### config.mk
export PLATFORM = sky130hd
export DESIGN_NAME = hmi_mux
export DESIGN_NICKNAME = d
export VERILOG_FILES = /design/src/rtl/hmi_mux.sv
export SDC_FILE = /design/constraint.sdc
export NUM_CORES = 1
export LEC_CHECK = 0
export CAP_MARGIN = 25
export CORE_MARGIN = 1.5
export CORE_UTILIZATION = 37
export DETAILED_ROUTE_END_ITERATION = 16
export HOLD_SLACK_MARGIN = 0.15
export PLACE_DENSITY = 0.76
export SYNTH_ARGS = -nofsm -noshare
export SYNTH_HDL_FRONTEND = slang
export SYNTH_SLANG_ARGS = --single-unit
### constraint.sdc
create_clock -name CLK_SYS -period 1.4 [get_ports CLK_SYS]
set_input_delay 0.28 -clock CLK_SYS [delete_from_list [all_inputs] [get_ports CLK_SYS]]
set_output_delay 0.28 -clock CLK_SYS [all_outputs]
set_load 0.02 [all_outputs]
### src/rtl/hmi_mux.sv
// Human-machine input merger: PS2 keyboard map plus joystick routing into one registered hmi_t.
// Autofire is compiled in only when HMI_MUX_TURBO_EN is defined.

package hmi_pkg;

    typedef struct packed {
        logic t2;
        logic t1;
        logic u;
        logic d;
        logic l;
        logic r;
    } ctrl_t;

    typedef struct packed {
        logic       pause;
        logic [9:0] num;
        logic       cl;
        logic       en;
        ctrl_t      c1;
        ctrl_t      c2;
    } hmi_t;

endpackage

module hmi_mux #(
    parameter int NUM_JOY    = 2,
    parameter int TURBO_TICK = 400000
) (
    input  logic                     CLK_SYS,
    input  logic                     RESB,
    input  logic [NUM_JOY-1:0][31:0] JOYSTICK,
    input  logic [10:0]              PS2_KEY,
    input  logic                     SWAP,
    input  logic [1:0]               TURBO_RATE,
    output hmi_pkg::hmi_t            HMI
);
    import hmi_pkg::*;

    hmi_t       kb_q, kb_d;
    hmi_t       hmi_q, hmi_d;
    logic       ps2_tog_q, ps2_tog_d;
    logic       ps2_armed_q, ps2_armed_d;
    logic       ps2_event;
    logic       ps2_press;
    ctrl_t      joy_c1, joy_c2;
    logic [3:0] joy_num;
    logic       joy_en;
    // Turbo unit index: 0 = c1.t1, 1 = c1.t2, 2 = c2.t1, 3 = c2.t2
    logic [3:0] turbo_held;
    logic [3:0] turbo_fire;
    logic       unused_inputs;

    always_comb begin
        ps2_tog_d   = PS2_KEY[10];
        ps2_armed_d = 1'b1;
        ps2_event   = ps2_armed_q && (PS2_KEY[10] != ps2_tog_q);
        ps2_press   = PS2_KEY[9];
        kb_d        = kb_q;
        if (ps2_event) begin
            case (PS2_KEY[8:0])
                9'h005:         kb_d.pause  = ps2_press;
                9'h045, 9'h070: kb_d.num[0] = ps2_press;
                9'h016, 9'h069: kb_d.num[1] = ps2_press;
                9'h01E, 9'h072: kb_d.num[2] = ps2_press;
                9'h026, 9'h07A: kb_d.num[3] = ps2_press;
                9'h025, 9'h06B: kb_d.num[4] = ps2_press;
                9'h02E, 9'h073: kb_d.num[5] = ps2_press;
                9'h036, 9'h074: kb_d.num[6] = ps2_press;
                9'h03D, 9'h06C: kb_d.num[7] = ps2_press;
                9'h03E, 9'h075: kb_d.num[8] = ps2_press;
                9'h046, 9'h07D: kb_d.num[9] = ps2_press;
                9'h066, 9'h071: kb_d.cl     = ps2_press;
                9'h05A, 9'h15A: kb_d.en     = ps2_press;
                9'h175:         kb_d.c1.u   = ps2_press;
                9'h172:         kb_d.c1.d   = ps2_press;
                9'h16B:         kb_d.c1.l   = ps2_press;
                9'h174:         kb_d.c1.r   = ps2_press;
                9'h029:         kb_d.c1.t1  = ps2_press;
                9'h014:         kb_d.c1.t2  = ps2_press;
                default:        ;
            endcase
        end
    end

    // Even joysticks feed controller 1 and odd ones controller 2, exchanged by SWAP.
    always_comb begin
        joy_c1     = '0;
        joy_c2     = '0;
        joy_num    = '0;
        joy_en     = 1'b0;
        turbo_held = '0;
        for (int k = 0; k < NUM_JOY; k++) begin
            if (((k % 2) == 1) != SWAP) begin
                joy_c2           = joy_c2 | JOYSTICK[k][5:0];
                turbo_held[3:2]  = turbo_held[3:2] | JOYSTICK[k][12:11];
            end else begin
                joy_c1           = joy_c1 | JOYSTICK[k][5:0];
                turbo_held[1:0]  = turbo_held[1:0] | JOYSTICK[k][12:11];
            end
            joy_num = joy_num | JOYSTICK[k][9:6];
            joy_en  = joy_en | JOYSTICK[k][10];
        end
    end

`ifdef HMI_MUX_TURBO_EN
    localparam int CNT_W = $clog2(TURBO_TICK * 8 + 1);

    logic [3:0][CNT_W-1:0] cnt_q, cnt_d;
    logic [3:0][1:0]       rate_q, rate_d;
    logic [3:0]            phase_q, phase_d;

    // A zero count marks an idle unit; the rate is latched per half-period.
    always_comb begin
        cnt_d   = cnt_q;
        rate_d  = rate_q;
        phase_d = phase_q;
        for (int u = 0; u < 4; u++) begin
            if (!turbo_held[u]) begin
                cnt_d[u]   = '0;
                phase_d[u] = 1'b0;
            end else if (cnt_q[u] == '0) begin
                cnt_d[u]   = CNT_W'(1);
                phase_d[u] = 1'b1;
                rate_d[u]  = TURBO_RATE;
            end else if (cnt_q[u] == (CNT_W'(TURBO_TICK) << rate_q[u])) begin
                cnt_d[u]   = CNT_W'(1);
                phase_d[u] = ~phase_q[u];
                rate_d[u]  = TURBO_RATE;
            end else begin
                cnt_d[u]   = cnt_q[u] + CNT_W'(1);
            end
        end
        turbo_fire = phase_d;
    end

    always_ff @(posedge CLK_SYS or negedge RESB) begin
        if (!RESB) begin
            cnt_q   <= '0;
            rate_q  <= '0;
            phase_q <= '0;
        end else begin
            cnt_q   <= cnt_d;
            rate_q  <= rate_d;
            phase_q <= phase_d;
        end
    end

    assign unused_inputs = ^JOYSTICK;
`else
    assign turbo_fire    = '0;
    assign unused_inputs = ^{JOYSTICK, TURBO_RATE, turbo_held, (TURBO_TICK > 0)};
`endif

    always_comb begin
        hmi_d          = kb_q;
        hmi_d.num[4:1] = kb_q.num[4:1] | joy_num;
        hmi_d.en       = kb_q.en | joy_en;
        hmi_d.c1       = kb_q.c1 | joy_c1;
        hmi_d.c2       = kb_q.c2 | joy_c2;
        hmi_d.c1.t1    = hmi_d.c1.t1 | turbo_fire[0];
        hmi_d.c1.t2    = hmi_d.c1.t2 | turbo_fire[1];
        hmi_d.c2.t1    = hmi_d.c2.t1 | turbo_fire[2];
        hmi_d.c2.t2    = hmi_d.c2.t2 | turbo_fire[3];
    end

    // The first edge out of reset only samples the PS2 toggle, so no event is replayed.
    always_ff @(posedge CLK_SYS or negedge RESB) begin
        if (!RESB) begin
            kb_q        <= '0;
            hmi_q       <= '0;
            ps2_tog_q   <= 1'b0;
            ps2_armed_q <= 1'b0;
        end else begin
            kb_q        <= kb_d;
            hmi_q       <= hmi_d;
            ps2_tog_q   <= ps2_tog_d;
            ps2_armed_q <= ps2_armed_d;
        end
    end

    assign HMI = hmi_q;

endmodule

==> impl_metrics.tcl, run 1 <==
set metrics [dict create \
    core_area_um2 5608 \
    postSynthCellCount 171 \
    cts_max_level 2 \
    min_to "ps2_tog_q" \
    period_minus_slack_ps 1615 \
    r2r-start "ps2_tog_q" \
    drtIter0Drc 59 \
    grt_pass1_vias 1797 \
    grt_usage 0.1766 \
    globalRoute.totalOverflow 0 \
    route.detailed.drc 0 \
    ant_nets 0 \
    die_height_um 79.95 \
    numCtsBuffers 5 \
    r2r_end "kb_q[11]" \
    p_leak_uw 0.001659 \
    layout-drive-gt1-share 0.4145 \
    fillers 467 \
    die-area_um2 6392 \
    ys_seq_elements 46 \
    synth_edf_count 0 \
    crit_required_ps 1580 \
    hp-start "PS2_KEY[10]" \
    status "finished, violations left" \
    ys_types 46 \
    ys_seq_area_frac 0.5254 \
    crit_type "reg2reg" \
    power_density_nw_per_um2 801.6 \
    setup_ws_ps -214.9 \
    fmax_ghz 0.6192 \
    io-pin-count 105 \
    cp-start-kind "register" \
    grt_max_degree 30 \
    hpwlAfterDp_mm 3.479 \
    cp_max_fo 5 \
    clock_latency_ps 290 \
    wl_per_cell_um 15.02 \
    placementRows 27 \
    wl_mm 5.213 \
    cts_num_sinks 46 \
    initial_utilization 0.3907 \
    max-cap-violations 0 \
    clockBufferDepth 2 \
    syn2layout_area_growth_pct 61.05 \
    viasPerCell 5.023 \
    hold_path_class "in2reg" \
    path_clk_slew_ps 80 \
    cts_tree "yes" \
    violations "negative setup slack" \
    synth_area_um2 2191 \
    rrSetupSlack_ps -210 \
    diodes 0 \
    maxSlewViolCount 0 \
    whs_path_depth 1 \
    ir_worst_vdd_mv 0.4697 \
    grt_pass1_wl_mm 8.542 \
    setup_viol_count_final 19 \
    antenna_found_initial 0 \
    gp_congestion 0.8350 \
    synth_nets 251 \
    dr.pass1.iters 4 \
    io_buffers 60 \
    cts-root-buf "clkbuf_8" \
    synthArstFlopShare 1.000 \
    min_period_over_period 1.153 \
    ff2ff_path_depth 6 \
    rsz0062_at_grt "true" \
    nNetsFinal 354 \
    cp-end-kind "register" \
    arrival_ps 1800 \
    syn_area_per_cell_um2 12.81 \
    finalHoldViolations 0 \
    vias 1743 \
    die_w_um 79.95 \
    yosysWarnings 0 \
    ys.flop_type "dfrtp_1" \
    skew_ps 1.862 \
    dpl_worst_slack_ps -749.7 \
    hold_slack_ps 286.1 \
]
-- Yosys cell counts (2+ instances only) --
cell	instances	area share
nor3b_1	2	0.0069
buf_6	2	0.010
nor4bb_1	2	0.0091
nand3_1	4	0.0091
dfrtp_1	46	0.53
buf_4	3	0.010
nor2_1	5	0.0086
nor2b_1	9	0.026
and4b_1	2	0.0091
a211o_1	6	0.024
nand4_1	7	0.020
nor4b_2	2	0.014
nand2_1	7	0.012
mux2_2	24	0.12
nor4_2	2	0.011
a32oi_1	2	0.0080
nor4b_4	2	0.022
or3_1	5	0.014
a31oi_1	2	0.0057
nor3_1	6	0.014
nand3b_1	2	0.0069
buf_2	2	0.0046
clkbuf_1	3	0.0051
a21oi_1	2	0.0046
-- cell usage in the layout (no fill, tap or decap), drive strengths merged, types with 2 or more instances in the layout --
| cell | n |
|---|---|
| buf | 48 |
| dfrtp | 46 |
| dlygate4sd2 | 28 |
| clkdlybuf4s50 | 25 |
| mux2 | 25 |
| nor2b | 9 |
| clkbuf | 8 |
| nand4 | 7 |
| nand2 | 7 |
| a211o | 6 |
| nor3 | 6 |
| or3 | 5 |
| nor2 | 5 |
| nor4b | 4 |
| nand3 | 4 |
| clkdlybuf4s15 | 4 |
| nor4 | 3 |
| nand3b | 3 |
| nor3b | 3 |
| nor4bb | 2 |
| a31oi | 2 |
| a21oi | 2 |
| and4b | 2 |
| nand2b | 2 |
| and3b | 2 |
| a32oi | 2 |
-- sequential cells by signal, indices dropped and copies added (netlist names) --
name         cells
HMI             25
hmi_d            8
kb_q            11
ps2_armed_q      1
ps2_tog_q        1
-- per-layer routing --
layer  global-route usage  part of all wire  routed length [um]  vias up
met5                    0                 0                   0        -
met1               0.2234              0.43                2263      865
met2               0.2933              0.51                2640       43
met3              0.04229             0.046                 238        5
met4              0.06207             0.014                  71        0
li1                     -                 -                   -      830
-- metrics by stage --
stage	total power, uW	instance area [um2]	instances	utilization	TNS (ps)
floorplan	1662	2227	171	-	-366.3
global placement	1958	3077	322	0.5486	-11590
detailed placement	1968	3077	322	0.5486	-12100
CTS	2825	3420	341	0.6098	-3663
global route	2980	3528	347	0.6292	-4368
finish	2828	3528	347	0.6292	-2863
-- logic make-up (layout without fill, tap and decap cells) --
| logic type | count (synthesis) | after routing | synth area share |
|---|---|---|---|
| AND/OR/NAND/NOR | 69 | 69 | 0.2370 |
| flip-flops | 46 | 46 | 0.5254 |
| multiplexers | 25 | 25 | 0.1302 |
| AO/OA/AOI/OAI | 16 | 16 | 0.06054 |
| buffers and inverters | 12 | 116 | 0.03369 |
| XOR/XNOR | 2 | 2 | 0.01142 |
| other | 1 | 1 | 0.001712 |
-- worst max-delay path: stages (launching register included) --
cell and delay [ps]:
dfrtp_1 400, xor2_2 210, buf_4 170, buf_6 90, and3b_2 240, nand4_1 110, mux2_2 290
-- area by class of cell --
cell class / count / area [um2] / area share
flip-flops and latches: 46 / 1151 / 0.3262
clock inverters: 1 / 5.005 / 0.001418
repair buffers: 107 / 987.2 / 0.2798
inverters: 1 / 3.754 / 0.001064
multi-input cells: 113 / 1205 / 0.3415
well taps: 72 / 90.09 / 0.02553
clock buffers: 7 / 86.33 / 0.02447
-- how the worst max path moves through the flow --
stage,from,to,cells past startpoint
floorplan,ps2_tog_q,hmi_d[23],4
CTS,ps2_tog_q,kb_q[11],6
detailed placement,PS2_KEY[5],hmi_d[23],5
global route,ps2_tog_q,hmi_d[14],5
finish,ps2_tog_q,kb_q[11],6
global placement,PS2_KEY[5],hmi_d[23],5
-- timing repair --
item,in CTS,in global routing
buffers inserted,10,6
pin swaps,19,6
hold buffers,1,0
endpoints found under the setup margin,44,19
resized for setup,82,16
hold endpoints to repair,17,0
-- power by group --
group	internal (uW)	total, uW	switching (uW)	leakage [uW]
clock network	399	823	424	0.0000482
registers	1380	1400	20.1	0.000592
logic	316	602	286	0.00102
(Power assumes the default switching activity.)
==> run 2: changes to the inputs <==
--- a/config.mk
+++ b/config.mk
@@ -11,6 +11,7 @@
 export DETAILED_ROUTE_END_ITERATION = 16
 export HOLD_SLACK_MARGIN = 0.15
 export PLACE_DENSITY = 0.76
+export SKIP_CTS_REPAIR_TIMING = 1
 export SYNTH_ARGS = -nofsm -noshare
 export SYNTH_HDL_FRONTEND = slang
 export SYNTH_SLANG_ARGS = --single-unit
==> impl_metrics.tcl, run 2 (synthesized netlist as in run 1, its figures left out) <==
set metrics [dict create \
    fmax_ghz 0.6115 \
    skew_ps 1.636 \
    cts-root-buf "clkbuf_8" \
    nNetsFinal 347 \
    setup_ws_ps -235.4 \
    grt_pass1_wl_mm 7.900 \
    use_met1 0.2107 \
    layout_commonest_cell "dfrtp_1" \
    max-cap-violations 0 \
    diodes 0 \
    setup_viol_count_final 19 \
    cts_num_sinks 46 \
    route.detailed.drc 0 \
    viasPerCell 5.021 \
    drtIter0Drc 38 \
    power_density_nw_per_um2 812.2 \
    rsz0062_at_grt "true" \
    cp_num_buf_inv 1 \
    crit_type "reg2reg" \
    rrSetupSlack_ps -240 \
    r2r_end "hmi_d[13]" \
    largest_reg_flops 25 \
    die_w_um 79.95 \
    grt_max_degree 30 \
    gr-usage-met2 0.2571 \
    cp-end-kind "register" \
    cts_tree "yes" \
    setup_tns_ps -2828 \
    p_leak_uw 0.001836 \
    min_to "ps2_tog_q" \
    clock_latency_ps 290 \
    crit_chain "xor2_4, nand3b_4, buf_4, nor4b_4, mux2_4" \
    placementRows 27 \
    cts_max_level 2 \
    fillers 466 \
    numCtsBuffers 5 \
    slowest_delay_ps 430 \
    met3_usage 0.04457 \
    die_height_um 79.95 \
    ff2ff_path_depth 5 \
    wl_mm 4.907 \
    period_minus_slack_ps 1635 \
    min_period_over_period 1.168 \
    r2r-start "ps2_tog_q" \
    whs_path_depth 1 \
    slowest_stage "dfrtp_1" \
    hp-start "PS2_KEY[10]" \
    status "finished, violations left" \
    io_buffers 60 \
    clockBufferDepth 2 \
    syn2layout_area_growth_pct 57.62 \
    dr.pass1.iters 4 \
    vias 1707 \
    ir_worst_vdd_mv 0.5702 \
    violations "negative setup slack" \
    cp-start-kind "register" \
    initial_utilization 0.3907 \
    grt_pass1_vias 1706 \
    gp_congestion 0.8350 \
    hpwlAfterDp_mm 3.479 \
    globalRoute.totalOverflow 0 \
    finalHoldViolations 0 \
    path_clk_slew_ps 80 \
    hold_path_class "in2reg" \
    die-area_um2 6392 \
    crit_required_ps 1580 \
    grt_usage 0.1618 \
    gr-max-usage-layer "met2" \
    crit_family "flip-flops" \
    maxSlewViolCount 0 \
    ant_nets 0 \
    final_cell_mix "46 x dfrtp_1, 32 x dlymetal6s2s_1, 31 x buf_4, 25 x clkdlybuf4s50_1, 20 x mux2_2" \
    core_area_um2 5608 \
    antenna_found_initial 0 \
    arrival_ps 1820 \
    layout-drive-gt1-share 0.3694 \
    hold_slack_ps 223.5 \
    wl_per_cell_um 14.43 \
    io-pin-count 105 \
    cp_max_fo 5 \
]
## run 2: changes by cell type in the layout (fill, tap and decap cells not counted), sizes merged
cell / previous run / this run
dlymetal6s2s: 0 / 32
dlygate4sd2: 28 / 0
buf: 48 / 40
clkbuf: 8 / 9
clkdlybuf4s15: 4 / 0
## run 2: routing by layer
layer	routed length, um	share of wire
met4	68	0.014
met3	271	0.055
met1	2153	0.44
met5	0	0
met2	2414	0.49
## run 2: through the flow
stage / cells / util / worst slack (ps) / power, uW / cell area, um2
after floorplan: 171 / - / -64.69 / 1662 / 2227
after global placement: 322 / 0.5486 / -705.5 / 1958 / 3077
after detailed placement: 322 / 0.5486 / -749.7 / 1968 / 3077
after CTS: 330 / 0.5649 / -435.3 / 2791 / 3168
after global routing: 340 / 0.6158 / -312.2 / 2955 / 3453
final: 340 / 0.6158 / -235.4 / 2805 / 3453
## run 2: report_power, final
group / internal, uW / total (uW) / switching (uW)
clock network: 399 / 821 / 422
registers: 1380 / 1400 / 20.6
logic: 314 / 581 / 267
## run 2: final cells by class
| cell class | instances | area (um2) | share of cell area |
|---|---|---|---|
| Tap cell | 72 | 90.09 | 0.02609 |
| Timing Repair Buffer | 100 | 1010 | 0.2924 |
| Multi-Input combinational cell | 113 | 1107 | 0.3207 |
| Clock inverter | 1 | 5.005 | 0.001449 |
| Inverter | 1 | 3.754 | 0.001087 |
| Sequential cell | 46 | 1151 | 0.3333 |
| Clock buffer | 7 | 86.33 | 0.02500 |
## run 2: worst max-delay path by stage
stage | start | to | cells past startpoint | slack, ps
finish | ps2_tog_q | hmi_d[13] | 5 | -240
global route | ps2_tog_q | kb_q[18] | 6 | -310
CTS | PS2_KEY[5] | hmi_d[23] | 5 | -440
detailed placement | PS2_KEY[5] | hmi_d[23] | 5 | -750
global placement | PS2_KEY[5] | hmi_d[23] | 5 | -710
floorplan | ps2_tog_q | hmi_d[23] | 4 | -60
## run 2: worst register-to-register path: cells and delay by family, from the launching register on
kind          cells  cell delay, ps
xor+xnor          1             230
buf+inv           1             170
flops             1             430
mux               1             330
simple gates      2             370
